**config.mk**
```make
export PLATFORM = sky130hd
export DESIGN_NAME = exe_stage_md
export DESIGN_NICKNAME = d
export VERILOG_FILES = /design/src/rtl/exe_stage_md.sv
export SDC_FILE = /design/constraint.sdc
export NUM_CORES = 1
export LEC_CHECK = 0
export BUFFER_PORTS_ARGS = -buffer_cell sky130_fd_sc_hd__buf_2
export CORE_ASPECT_RATIO = 0.75
export CORE_MARGIN = 2
export CORE_UTILIZATION = 45
export CTS_BUF_LIST = sky130_fd_sc_hd__clkbuf_16
export DETAILED_ROUTE_END_ITERATION = 12
export PLACE_DENSITY_LB_ADDON = 0.05
export SETUP_SLACK_MARGIN = 0.02
export SYNTH_ARGS = -nofsm -noshare
export SYNTH_HDL_FRONTEND = slang
export SYNTH_SLANG_ARGS = --single-unit
export TNS_END_PERCENT = 50
```
**constraint.sdc**
```tcl
create_clock -name clk -period 10.55 [get_ports clk]
set_input_delay 0.5275 -clock clk [delete_from_list [all_inputs] [get_ports clk]]
set_output_delay 0.5275 -clock clk [all_outputs]
set_load 0.05 [all_outputs]
```
**src/rtl/exe_stage_md.sv**
```systemverilog
// rtl/exe_stage_md.sv - pipeline execute stage with multi-cycle divider, store strobes and forwarding
//
// Purpose:
//   Execute stage between ID and MEM. It holds one instruction and computes its ALU
//   result combinationally. Divide/modulo ops instead run a restoring divider that
//   produces one quotient bit per cycle and stalls the stage until the result is ready.
//   It also drives the data SRAM request with size-aware byte strobes and replicated
//   store data. A forwarding bus reports the in-flight destination and its result.
// Ports:
//   clk, reset        rising-edge clock, synchronous active-high reset
//   EXE_flush         kill the instruction currently held in EXE
//   EXE_allow_in      EXE can take an instruction from ID this cycle
//   ID_to_EXE_valid   ID presents a valid instruction on ID_to_EXE_bus
//   EXE_to_MEM_valid  EXE presents a finished instruction on EXE_to_MEM_bus
//   MEM_allow_in      MEM can accept an instruction
//   data_sram_*       data SRAM enable, byte strobes, address, write data
//   EXE_fwd_bus       {wr_valid, is_load, res_valid, dest, result}
module exe_stage_md #(
  parameter int XLEN       = 32,
  parameter int REG_ADDR_W = 5,
  parameter int ID_BUS_W   = 21 + REG_ADDR_W + 4*XLEN + 32,
  parameter int MEM_BUS_W  = 2*XLEN + REG_ADDR_W + 36
) (
  input  logic                       clk,
  input  logic                       reset,
  input  logic                       EXE_flush,
  output logic                       EXE_allow_in,
  input  logic                       ID_to_EXE_valid,
  input  logic [ID_BUS_W-1:0]        ID_to_EXE_bus,
  output logic                       EXE_to_MEM_valid,
  input  logic                       MEM_allow_in,
  output logic [MEM_BUS_W-1:0]       EXE_to_MEM_bus,
  output logic                       data_sram_en,
  output logic [XLEN/8-1:0]          data_sram_we,
  output logic [XLEN-1:0]            data_sram_addr,
  output logic [XLEN-1:0]            data_sram_wdata,
  output logic [3+REG_ADDR_W+XLEN-1:0] EXE_fwd_bus
);

  localparam int STRB_W = XLEN / 8;
  localparam int OFF_W  = $clog2(STRB_W);
  localparam int SH_W   = $clog2(XLEN);
  localparam int CNT_W  = $clog2(XLEN);

  typedef enum logic [1:0] {DIV_IDLE, DIV_BUSY, DIV_DONE} div_state_t;

  logic                  exe_valid;
  logic [ID_BUS_W-1:0]   payload;

  logic [11:0]           alu_op;
  logic [3:0]            div_op;
  logic [1:0]            mem_size;
  logic                  mem_we, res_from_mem, gr_we;
  logic [REG_ADDR_W-1:0] dest;
  logic [XLEN-1:0]       alu_src1, alu_src2, rkd_value, pc;
  logic [31:0]           inst;

  assign {alu_op, div_op, mem_size, mem_we, res_from_mem, gr_we, dest,
          alu_src1, alu_src2, rkd_value, pc, inst} = payload;

  // ---------------- ALU (alu_op one-hot: add sub slt sltu and nor or xor sll srl sra lui) ----
  logic [SH_W-1:0] shamt;
  logic [XLEN-1:0] sra_res, alu_result;
  assign shamt   = alu_src2[SH_W-1:0];
  assign sra_res = $unsigned($signed(alu_src1) >>> shamt);

  assign alu_result =
      ({XLEN{alu_op[0]}}  & (alu_src1 + alu_src2))
    | ({XLEN{alu_op[1]}}  & (alu_src1 - alu_src2))
    | ({XLEN{alu_op[2]}}  & XLEN'($signed(alu_src1) < $signed(alu_src2)))
    | ({XLEN{alu_op[3]}}  & XLEN'(alu_src1 < alu_src2))
    | ({XLEN{alu_op[4]}}  & (alu_src1 & alu_src2))
    | ({XLEN{alu_op[5]}}  & ~(alu_src1 | alu_src2))
    | ({XLEN{alu_op[6]}}  & (alu_src1 | alu_src2))
    | ({XLEN{alu_op[7]}}  & (alu_src1 ^ alu_src2))
    | ({XLEN{alu_op[8]}}  & (alu_src1 << shamt))
    | ({XLEN{alu_op[9]}}  & (alu_src1 >> shamt))
    | ({XLEN{alu_op[10]}} & sra_res)
    | ({XLEN{alu_op[11]}} & alu_src2);

  // ---------------- Restoring divider (div_op one-hot: modu mod divu div) ----------------
  div_state_t      div_state;
  logic [XLEN-1:0] div_quo, div_rem, div_dvsr;
  logic            div_qneg, div_rneg;
  logic [CNT_W-1:0] div_cnt;

  logic            is_div, div_signed, s1_neg, s2_neg;
  logic [XLEN:0]   div_shift, div_diff;
  logic [XLEN-1:0] quo_fix, rem_fix, div_result, exe_result;
  logic            ready_go, to_mem_fire;

  assign is_div     = |div_op;
  assign div_signed = div_op[0] | div_op[2];
  assign s1_neg     = div_signed & alu_src1[XLEN-1];
  assign s2_neg     = div_signed & alu_src2[XLEN-1];

  // Partial remainder shifted left with the next dividend bit; a clear top bit of
  // the difference means the divisor fits and the quotient bit is 1.
  assign div_shift = {div_rem, div_quo[XLEN-1]};
  assign div_diff  = div_shift - {1'b0, div_dvsr};

  // Divide by zero must read as all ones regardless of operand signs.
  assign quo_fix    = (div_dvsr == '0) ? '1 : (div_qneg ? -div_quo : div_quo);
  assign rem_fix    = div_rneg ? -div_rem : div_rem;
  assign div_result = (div_op[2] | div_op[3]) ? rem_fix : quo_fix;
  assign exe_result = is_div ? div_result : alu_result;

  assign ready_go         = ~is_div | (div_state == DIV_DONE);
  assign EXE_allow_in     = ~exe_valid | (ready_go & MEM_allow_in);
  assign EXE_to_MEM_valid = exe_valid & ready_go & ~EXE_flush;
  assign to_mem_fire      = EXE_to_MEM_valid & MEM_allow_in;

  always_ff @(posedge clk) begin
    if (reset) begin
      div_state <= DIV_IDLE;
      div_quo   <= '0;
      div_rem   <= '0;
      div_dvsr  <= '0;
      div_qneg  <= 1'b0;
      div_rneg  <= 1'b0;
      div_cnt   <= '0;
    end else if (EXE_flush) begin
      div_state <= DIV_IDLE;
    end else begin
      case (div_state)
        DIV_IDLE: begin
          if (exe_valid && is_div) begin
            div_quo   <= s1_neg ? -alu_src1 : alu_src1;
            div_dvsr  <= s2_neg ? -alu_src2 : alu_src2;
            div_rem   <= '0;
            div_qneg  <= s1_neg ^ s2_neg;
            div_rneg  <= s1_neg;
            div_cnt   <= CNT_W'(XLEN - 1);
            div_state <= DIV_BUSY;
          end
        end
        DIV_BUSY: begin
          div_quo <= {div_quo[XLEN-2:0], ~div_diff[XLEN]};
          div_rem <= div_diff[XLEN] ? div_shift[XLEN-1:0] : div_diff[XLEN-1:0];
          div_cnt <= div_cnt - 1'b1;
          if (div_cnt == '0) div_state <= DIV_DONE;
        end
        DIV_DONE: begin
          if (to_mem_fire) div_state <= DIV_IDLE;
        end
        default: div_state <= DIV_IDLE;
      endcase
    end
  end

  // ---------------- Pipeline register ----------------
  always_ff @(posedge clk) begin
    if (reset) begin
      exe_valid <= 1'b0;
      payload   <= '0;
    end else if (EXE_flush) begin
      exe_valid <= 1'b0;
    end else if (EXE_allow_in) begin
      exe_valid <= ID_to_EXE_valid;
      if (ID_to_EXE_valid) payload <= ID_to_EXE_bus;
    end
  end

  // ---------------- Data SRAM request ----------------
  logic [1:0]        eff_size;
  logic              aligned;
  logic [STRB_W-1:0] base_strb;

  // A dword request on a 32-bit datapath behaves as a word.
  assign eff_size = (XLEN == 32 && mem_size == 2'b11) ? 2'b10 : mem_size;

  always_comb begin
    aligned         = 1'b1;
    base_strb       = '1;
    data_sram_wdata = rkd_value;
    case (eff_size)
      2'b00: begin
        base_strb       = STRB_W'(1);
        data_sram_wdata = {(XLEN/8){rkd_value[7:0]}};
      end
      2'b01: begin
        aligned         = ~alu_result[0];
        base_strb       = STRB_W'(3);
        data_sram_wdata = {(XLEN/16){rkd_value[15:0]}};
      end
      2'b10: begin
        aligned         = (alu_result[1:0] == 2'b00);
        base_strb       = STRB_W'(15);
        data_sram_wdata = {(XLEN/32){rkd_value[31:0]}};
      end
      default: begin
        aligned         = (alu_result[2:0] == 3'b000);
        base_strb       = '1;
        data_sram_wdata = rkd_value;
      end
    endcase
  end

  assign data_sram_en   = exe_valid & (mem_we | res_from_mem) & ~EXE_flush;
  assign data_sram_we   = (exe_valid & mem_we & ~EXE_flush & aligned)
                          ? (base_strb << alu_result[OFF_W-1:0]) : '0;
  assign data_sram_addr = alu_result;

  // ---------------- Outputs to MEM and forwarding ----------------
  logic wr_valid, is_load, res_valid;
  assign wr_valid  = exe_valid & gr_we & ~EXE_flush;
  assign is_load   = exe_valid & res_from_mem & ~EXE_flush;
  assign res_valid = wr_valid & ~res_from_mem & ready_go;

  assign EXE_to_MEM_bus = {exe_result, res_from_mem, mem_size, gr_we, dest, pc, inst};
  assign EXE_fwd_bus    = {wr_valid, is_load, res_valid, dest, exe_result};

endmodule

```
Word level (Yosys, flattened, before mapping)
Cells that the tools add are included.
{"block": "word_totals", "wordCells": 124, "ff_bits": 292}
{"block": "classes", "order_cmp": 2, "mux": 23, "addsub": 8, "n_eq_ne": 8, "reduce_logical": 14, "shifts": 4, "bitwise": 56}
{"cell": "$or A32 B32 Y32", "count": 12}
{"cell": "$and A32 B32 Y32", "count": 11}
{"cell": "$mux W32", "count": 10}
{"cell": "$pmux W32 S2", "count": 3}
{"cell": "$neg A32 Y32", "count": 4}
{"cell": "$and A32 B1 Y32", "count": 2}
{"cell": "$lt A32 B32 Y1", "count": 2}
{"cell": "$sub A33 B32 Y33", "count": 1}
{"cell": "$add A32 B32 Y32", "count": 1}
{"cell": "$logic_not A32 Y1", "count": 1}
{"cell": "$not A32 Y32", "count": 1}
{"cell": "$shl A32 B5 Y32", "count": 1}
{"cell": "$shr A32 B5 Y32", "count": 1}
{"cell": "$sshr A32 B5 Y32", "count": 1}
{"cell": "$sub A32 B32 Y32", "count": 1}
{"cell": "$xor A32 B32 Y32", "count": 1}
{"cell": "$and A1 B1 Y1", "count": 17}
{"cell": "$reduce_and A3 Y1", "count": 4}
{"cell": "$pmux W5 S2", "count": 1}
{"cell": "$mux W2", "count": 4}
{"cell": "$pmux W4 S2", "count": 1}
{"cell": "$eq A2 B2 Y1 const B", "count": 3}
{"cell": "$logic_not A2 Y1", "count": 3}
{"cell": "$ne A2 B2 Y1 const B", "count": 3}
{"cell": "other kinds (16)", "count": 26}

Depth between registers and ports, before layout
Gate-level depths: netlist (run 1).
{"block": "depth", "depth_word": 17, "depth_mapped": 16}

Least setup slack after synthesis (run 1)
OpenSTA, ideal clock, no wires.
{"block": "synth_path", "kind": "register to output", "from": "register payload[99]", "to": "output port EXE_to_MEM_bus[102]", "arrival_ns": 5.163, "t_required_ns": 10.023, "path_stages_with_launch": 17, "setup_slack_ns": 4.860, "path_cell_list": "dfxtp_1 -> clkbuf_1 -> inv_1 -> buf_1 -> clkbuf_1 -> clkbuf_1 -> ha_1 -> inv_1 -> o311ai_0 -> a311oi_1 -> a211oi_1 -> o311a_1 -> o211ai_1 -> xnor2_1 -> o221ai_1 -> a21o_1 -> buf_4"}
{"block": "synth_between", "elab_chain_len": 14, "elab_cells_between_ends": 22, "cone_classes": "add/sub: 2; shift: 3; mux: 1; bitwise: 16"}
{"element": "start: declaration", "line_no": "48", "rtl": "logic [ID_BUS_W-1:0] payload;"}
{"element": "start signal: assignment", "line_no": "160", "rtl": "if (ID_to_EXE_valid) payload <= ID_to_EXE_bus;"}
{"element": "$add A32 B32 Y32 or $sub A32 B32 Y32 (tied branches)", "line_no": "68, 69"}
{"element": "$and A32 B32 Y32 (on tied branches)", "line_no": "68, 69"}
{"element": "$or A32 B32 Y32", "line_no": "69", "rtl": "| ({XLEN{alu_op[1]}} & (alu_src1 - alu_src2))"}
{"element": "$or A32 B32 Y32", "line_no": "70", "rtl": "| ({XLEN{alu_op[2]}} & XLEN'($signed(alu_src1) < $signed(alu_src2)))"}
{"element": "$or A32 B32 Y32", "line_no": "71", "rtl": "| ({XLEN{alu_op[3]}} & XLEN'(alu_src1 < alu_src2))"}
{"element": "$or A32 B32 Y32", "line_no": "72", "rtl": "| ({XLEN{alu_op[4]}} & (alu_src1 & alu_src2))"}
{"element": "$or A32 B32 Y32", "line_no": "73", "rtl": "| ({XLEN{alu_op[5]}} & ~(alu_src1 | alu_src2))"}
{"element": "$or A32 B32 Y32", "line_no": "74", "rtl": "| ({XLEN{alu_op[6]}} & (alu_src1 | alu_src2))"}
{"element": "$or A32 B32 Y32", "line_no": "75", "rtl": "| ({XLEN{alu_op[7]}} & (alu_src1 ^ alu_src2))"}
{"element": "$or A32 B32 Y32", "line_no": "76", "rtl": "| ({XLEN{alu_op[8]}} & (alu_src1 << shamt))"}
{"element": "$or A32 B32 Y32", "line_no": "77", "rtl": "| ({XLEN{alu_op[9]}} & (alu_src1 >> shamt))"}
{"element": "$or A32 B32 Y32 (*)", "line_no": "78", "rtl": "| ({XLEN{alu_op[10]}} & sra_res)"}
{"element": "$or A32 B32 Y32 (*)", "line_no": "79", "rtl": "| ({XLEN{alu_op[11]}} & alu_src2);"}
{"element": "net data_sram_addr[29]", "line_no": "35", "rtl": "output logic [XLEN-1:0] data_sram_addr,"}
{"element": "$mux W32 (*)", "line_no": "106", "rtl": "assign exe_result = is_div ? div_result : alu_result;"}
{"element": "end: declaration", "line_no": "32", "rtl": "output logic [MEM_BUS_W-1:0] EXE_to_MEM_bus,"}
Mark *: on every way through the listed nets, which the timed path passes. The rest lies on a longest branch.

Final worst setup path (run 1)
{"block": "layout_path", "from": "register payload[96]", "to": "output port EXE_fwd_bus[0]"}
{"block": "layout_between", "elab_chain_len": 14, "elab_cells_between_ends": 35, "cone_classes": "add/sub: 2; order compare: 2; shift: 3; mux: 1; bitwise: 27"}
{"element": "$add A32 B32 Y32 or $sub A32 B32 Y32 (tied branches)", "line_no": "68, 69"}
{"element": "$and A32 B32 Y32 (on tied branches)", "line_no": "68, 69"}
{"element": "$or A32 B32 Y32", "line_no": "69"}
{"element": "$or A32 B32 Y32", "line_no": "70"}
{"element": "$or A32 B32 Y32", "line_no": "71"}
{"element": "$or A32 B32 Y32", "line_no": "72"}
{"element": "$or A32 B32 Y32", "line_no": "73"}
{"element": "$or A32 B32 Y32", "line_no": "74"}
{"element": "$or A32 B32 Y32", "line_no": "75"}
{"element": "$or A32 B32 Y32", "line_no": "76"}
{"element": "$or A32 B32 Y32", "line_no": "77"}
{"element": "$or A32 B32 Y32", "line_no": "78"}
{"element": "$or A32 B32 Y32 (*)", "line_no": "79"}
{"element": "$mux W32 (*)", "line_no": "106"}
{"element": "end: declaration", "line_no": "37", "rtl": "output logic [3+REG_ADDR_W+XLEN-1:0] EXE_fwd_bus"}
Every way passes the cells marked *; elsewhere a longest branch is shown, timed or not.

==> results of run 1 <==
==> state kept, by name, indices dropped and copies added, names as in the netlist <==
register	count
div_state	2
payload	186
div_rem	32
exe_valid	1
div_qneg	1
div_rneg	1
div_cnt	5
div_quo	32
div_dvsr	32
==> area by class of cell <==
class / count / area (um2) / share of cell area
tap: 780 / 976 / 0.0340
inverter: 156 / 586 / 0.0204
timing repair buffer: 468 / 2510 / 0.0874
sequential: 292 / 5850 / 0.204
multi-input combinational: 2642 / 17600 / 0.615
clock inverter: 26 / 229 / 0.00799
clock buffer: 35 / 876 / 0.0306
==> worst max path at each step <==
stage / from / end / slack (ns) / depth (start not counted)
after floorplan: payload[99] / EXE_to_MEM_bus[102] / 4.86 / 16
after global placement: payload[96] / EXE_fwd_bus[30] / 5.29 / 14
after detailed placement: payload[96] / EXE_fwd_bus[0] / 5.16 / 14
after CTS: payload[96] / EXE_fwd_bus[0] / 4.51 / 14
after global routing: payload[96] / EXE_to_MEM_bus[73] / 4.23 / 14
final: payload[96] / EXE_fwd_bus[0] / 4.54 / 14
==> layer usage <==
metal  routed length [um]  part of all wire  vias to the layer above  track usage
met2                48100              0.42                     1555        0.541
met4                 3680             0.032                        2        0.105
met3                11800              0.10                      196       0.0819
met1                49800              0.44                    13362        0.525
met5                   13           0.00011                        -            0
li1                     -                 -                    12544            -
==> through the flow <==
step | hold slack, ns | std cells | power (mW)
after floorplan | 0.433 | 3479 | 2.36
after global placement | 0.438 | 4338 | 2.76
after detailed placement | 0.445 | 4338 | 2.77
after CTS | 0.169 | 4399 | 3.99
after global routing | 0.178 | 4399 | 4.14
final | 0.181 | 4399 | 4.00
==> worst reg2reg max path: cells and delay by family (launching register included) <==
family / cells / cell delay, ns
and+or+nand+nor: 2 / 0.44
adders and majority gates: 2 / 0.62
buffers and inverters: 3 / 0.82
DFF: 1 / 0.34
AOI/OAI and AO/OA: 7 / 2.97
==> kinds of logic after synthesis <==
logic type,share of synthesized area
AND/OR/NAND/NOR,0.193
AO/OA/AOI/OAI,0.244
buffers and inverters,0.0975
flip-flops,0.225
XOR/XNOR,0.0651
multiplexers,0.108
adder cells (fa/ha/maj),0.0674
==> power by group through the flow <==
stage	clock network, mW	registers [mW]	logic (mW)
4_1_cts	1.23	1.19	1.56
3_3_place_gp	0	1.22	1.55
5_1_grt	1.29	1.20	1.66
2_1_floorplan	0	1.19	1.17
3_5_place_dp	0	1.22	1.55
6_report	1.22	1.20	1.58
==> cells in the final DEF (no fill, tap or decap), drive strengths merged, types with 64 or more instances in the layout <==
cell     n
a21oi  359
nand2  569
dfxtp  292
nand3   64
xnor2  136
ha     135
mux4    69
nor2   266
mux2i   97
buf    467
inv    159
o21ai  173
==> flow_summary.yaml, run 1 <==
placement:
  hpwl_um: 85800
  dp_slack_ns: 5.16
  io_buffers: 406
  gp_congestion: 1.06
  post_dp_cell_area_um2: 27600
synthesis:
  synthFlopType: "dfxtp_1"
  synth_top_area_share: 0.225
  yosys_warnings: 0
  syn-cell-area_um2: 26000
  synthTopCellsByArea: "dfxtp_1 23%, nand2_1 8.2%, a21oi_1 6.9%, ha_1 6.5%, mux4_2 6.0%"
  netlist_instances: 3479
  synth-edff-count: 0
  async_reset_ff_frac: 0
  synth_area_leader_cell: "dfxtp_1"
  yosysMostFrequentCell: "nand2_1"
  ys_types: 82
  syn_avg_cell_area_um2: 7.46
  ys_seq_area_frac: 0.225
  synth.top_cells.by_count: "569 x nand2_1, 359 x a21oi_1, 292 x dfxtp_1"
  synth_nets: 3808
  ys_ff_latch: 292
routing:
  dr_total_vias: 27659
  detail-route-antenna-nets: 0
  dr.pass1.iters: 10
  viasPerCell: 6.29
  routed_wl_um: 113000
  wl_per_cell_um: 25.8
  drtIter0Drc: 3460
  drc: 0
global_routing:
  grt_pass1_wl_um: 164000
  first_global_vias: 24674
  grtUsageTotal: 0.364
  grt_max_degree: 100
  overflow: 0
  antenna_found_initial: 4
power_and_ir_drop:
  ir_drop_v: 0.000120
  powerDensity_nw_per_um2: 140
  pwr-share-seq: 0.299
  power.switching_mw: 1.73
  power_leakage_nw: 11.9
  clkPwrFrac: 0.305
  switching_share: 0.432
  p_int_mw: 2.27
  p_comb_frac: 0.396
cells_and_area:
  area_growth_pct: 10.4
  drive_above_1_share: 0.180
  nNetsFinal: 3924
  fill_cells: 5777
  diodes: 0
  stdcell_area_um2: 28700
  utilization: 0.501
status:
  run_status: "finished, final reports clean"
setup_path:
  rr_worst_depth: 14
  crit_slowest_cell: "buf_4"
  r2r_start: "div_quo[31]"
  r2r_slack_ns: 5.26
  end_kind: "output pin"
  max_stage_delay_ns: 0.65
  crit_family: "compound AO/OA/AOI/OAI gates"
  worstSetupStartpointType: "flip-flop"
  path_buf_inv: 3
  path_cells: "buf_4 > ha_1 > inv_1 > fa_1 > nor2b_1 > o221ai_1 > a211oi_1 > o2111ai_1 > a21oi_1 > o211ai_1 > a31o_2 > a21oi_1 > a21oi_1 > buf_2"
  cp_common_cell: "a21oi_1"
  worstPathMaxFanout: 42
  worstPathRequired_ns: 10.02
  cp.arrival_ns: 5.48
  crit_type: "reg2out"
  reg2reg_to: "div_rem[0]"
floorplan:
  die_y_um: 212
  die_w_um: 281
  die-area_um2: 59600
  start_util: 0.453
  row_count: 76
  io_pins: 407
  core_area_um2: 57200
timing:
  rsz0062_at_grt: "no"
  tightest_slew_ns: 1.30
  drv_slew: 0
  tns_ns: 0
  fin_crit_sh: 0.569
  max_freq_ghz: 0.166
  min_period_ns: 6.01
  finalClockSkew_ns: 0.0195
  setup_slack_ns: 4.54
  finalHoldViolations: 0
  setup_viol: 0
  slew_headroom: 0.131
cts:
  cts_buffers: 35
  tritoncts: "done"
  root_buffer: "clkbuf_16"
  cts_setup_buffers: 0
  clock_path_buffers: 3
  cts-hold-fix-buffers: 0
  clk_pin_slew_worst_paths_ns: 0.07
  clkSinkCount: 292
  clk_latency_ns: 0.58
  ctsResizeCount: 0
  h-tree-depth: 2
min_path:
  hold_depth: 3
  hp-start: "ID_to_EXE_bus[104]"
  min_path_type: "in2reg"
  hold_end: "payload[104]"
job:
  cap_violations: 0
Power figures use the tool's default switching activity.
==> run 2, diff against run 1 <==
clock period = 5.31 ns   (was 10.55 ns; I/O delays follow)
==> flow_summary.yaml, run 2 (synthesized netlist as in run 1, its figures left out) <==
status:
  run_status: "finished, final reports clean"
setup_path:
  crit_type: "reg2out"
  worstPathRequired_ns: 5.04
  r2r_start: "div_quo[31]"
  worstSetupStartpointType: "flip-flop"
  crit_path_start: "payload[96]"
  end_kind: "output pin"
  worstPathMaxFanout: 30
  cp.arrival_ns: 4.78
global_routing:
  gr-usage-met2: 0.576
  first_global_vias: 26929
  grtUsageTotal: 0.389
  grt_pass1_wl_um: 175000
  overflow: 0
  antenna_found_initial: 4
  grt_max_degree: 98
  grt-busiest-layer: "met2"
  use_met3: 0.0919
  met1_usage: 0.543
cts:
  clock_path_buffers: 3
  tritoncts: "done"
  root_buffer: "clkbuf_16"
  cts_buffers: 36
  clkSinkCount: 292
  h-tree-depth: 2
  clk_pin_slew_worst_paths_ns: 0.07
  clk_latency_ns: 0.58
cells_and_area:
  fill_cells: 5538
  nNetsFinal: 4153
  top_register: "payload"
  stdcell_count: 4632
  final_common_cell: "nand2_1"
  area_growth_pct: 19.1
  utilization: 0.540
  stdcell_area_um2: 30900
  drive_above_1_share: 0.184
  final_cell_mix: "569 x nand2_1, 405 x buf_2, 359 x a21oi_1, 287 x dfxtp_1, 263 x nor2_1"
  largest_register_ffs: 186
timing:
  finalHoldViolations: 0
  setup_viol: 0
  setup_slack_ns: 0.264
  slew_headroom: 0.0667
  fin_crit_sh: 0.950
  rsz0062_at_grt: "no"
  tightest_slew_ns: 1.40
  hold_ws_ns: 0.0385
  min_period_ns: 5.05
  max_freq_ghz: 0.198
  tns_ns: 0
  finalClockSkew_ns: 0.0349
  drv_slew: 0
routing:
  routed_wl_um: 121000
  detail-route-antenna-nets: 0
  dr_total_vias: 29216
  viasPerCell: 6.31
  dr.pass1.iters: 11
  drc: 0
  wl_per_cell_um: 26.1
  drtIter0Drc: 4215
placement:
  gp_congestion: 1.05
  io_buffers: 406
  hpwl_um: 90600
  dp_cells: 4386
  post_dp_cell_area_um2: 28000
  dp_slack_ns: 0.849
min_path:
  hp-start: "ID_to_EXE_valid"
  min_path_type: "in2reg"
floorplan:
  start_util: 0.453
  die_y_um: 212
  io_pins: 407
  die-area_um2: 59600
  row_count: 76
  die_w_um: 281
  core_area_um2: 57200
power_and_ir_drop:
  ir_drop_v: 0.000246
  powerDensity_nw_per_um2: 264
  power.total_mw: 8.18
  power_leakage_nw: 12.9
job:
  cap_violations: 0
[run 2: final cells by class]
| type | instances | area [um2] | share of cell area |
|---|---|---|---|
| Antenna cell | 3 | 7.51 | 0.000243 |
| Clock buffer | 37 | 926 | 0.0299 |
| Clock inverter | 26 | 214 | 0.00692 |
| Inverter | 156 | 586 | 0.0189 |
| Multi-Input combinational cell | 2642 | 17600 | 0.571 |
| Sequential cell | 292 | 5850 | 0.189 |
| Tap cell | 780 | 976 | 0.0316 |
| Timing Repair Buffer | 696 | 4720 | 0.153 |
[run 2: final timing paths]
path | to | slack (ns) | cells past startpoint
worst max-delay path | EXE_fwd_bus[28] | 0.26 | 12
worst min-delay path | exe_valid | 0.04 | 3
worst max register to register | div_rem[1] | 1.06 | 15
worst min register to register | payload[7] | 0.45 | 2
[run 2: report_power, final]
part           total, mW  internal (mW)  switching [mW]
clock               2.48           1.37            1.10
combinational       3.33           1.02            2.31
sequential          2.37           2.27           0.108
[run 2: metal layers]
layer / vias to the layer above / wire length [um]
met5: - / 27
met4: 4 / 5210
met3: 271 / 13600
met2: 1821 / 51300
met1: 14105 / 50900
li1: 13015 / -
[run 2: repair_timing]
item | CTS | global route
buffers inserted | 0 | 0
endpoints found under the hold margin | 180 | 0
setup endpoints to repair | 0 | 3
hold buffers | 180 | 0
gates resized for setup | 0 | 2
[run 2: critical path, cell delays in order (launching register included)]
cell,delay [ns]
dfxtp_4,0.69
ha_1,0.36
fa_1,0.32
a211oi_1,0.12
o211ai_1,0.38
nand4_1,0.26
a21o_1,0.33
o221ai_1,0.36
or4b_2,0.61
o21ai_0,0.11
or4_1,0.24
a21o_1,0.15
buf_2,0.26
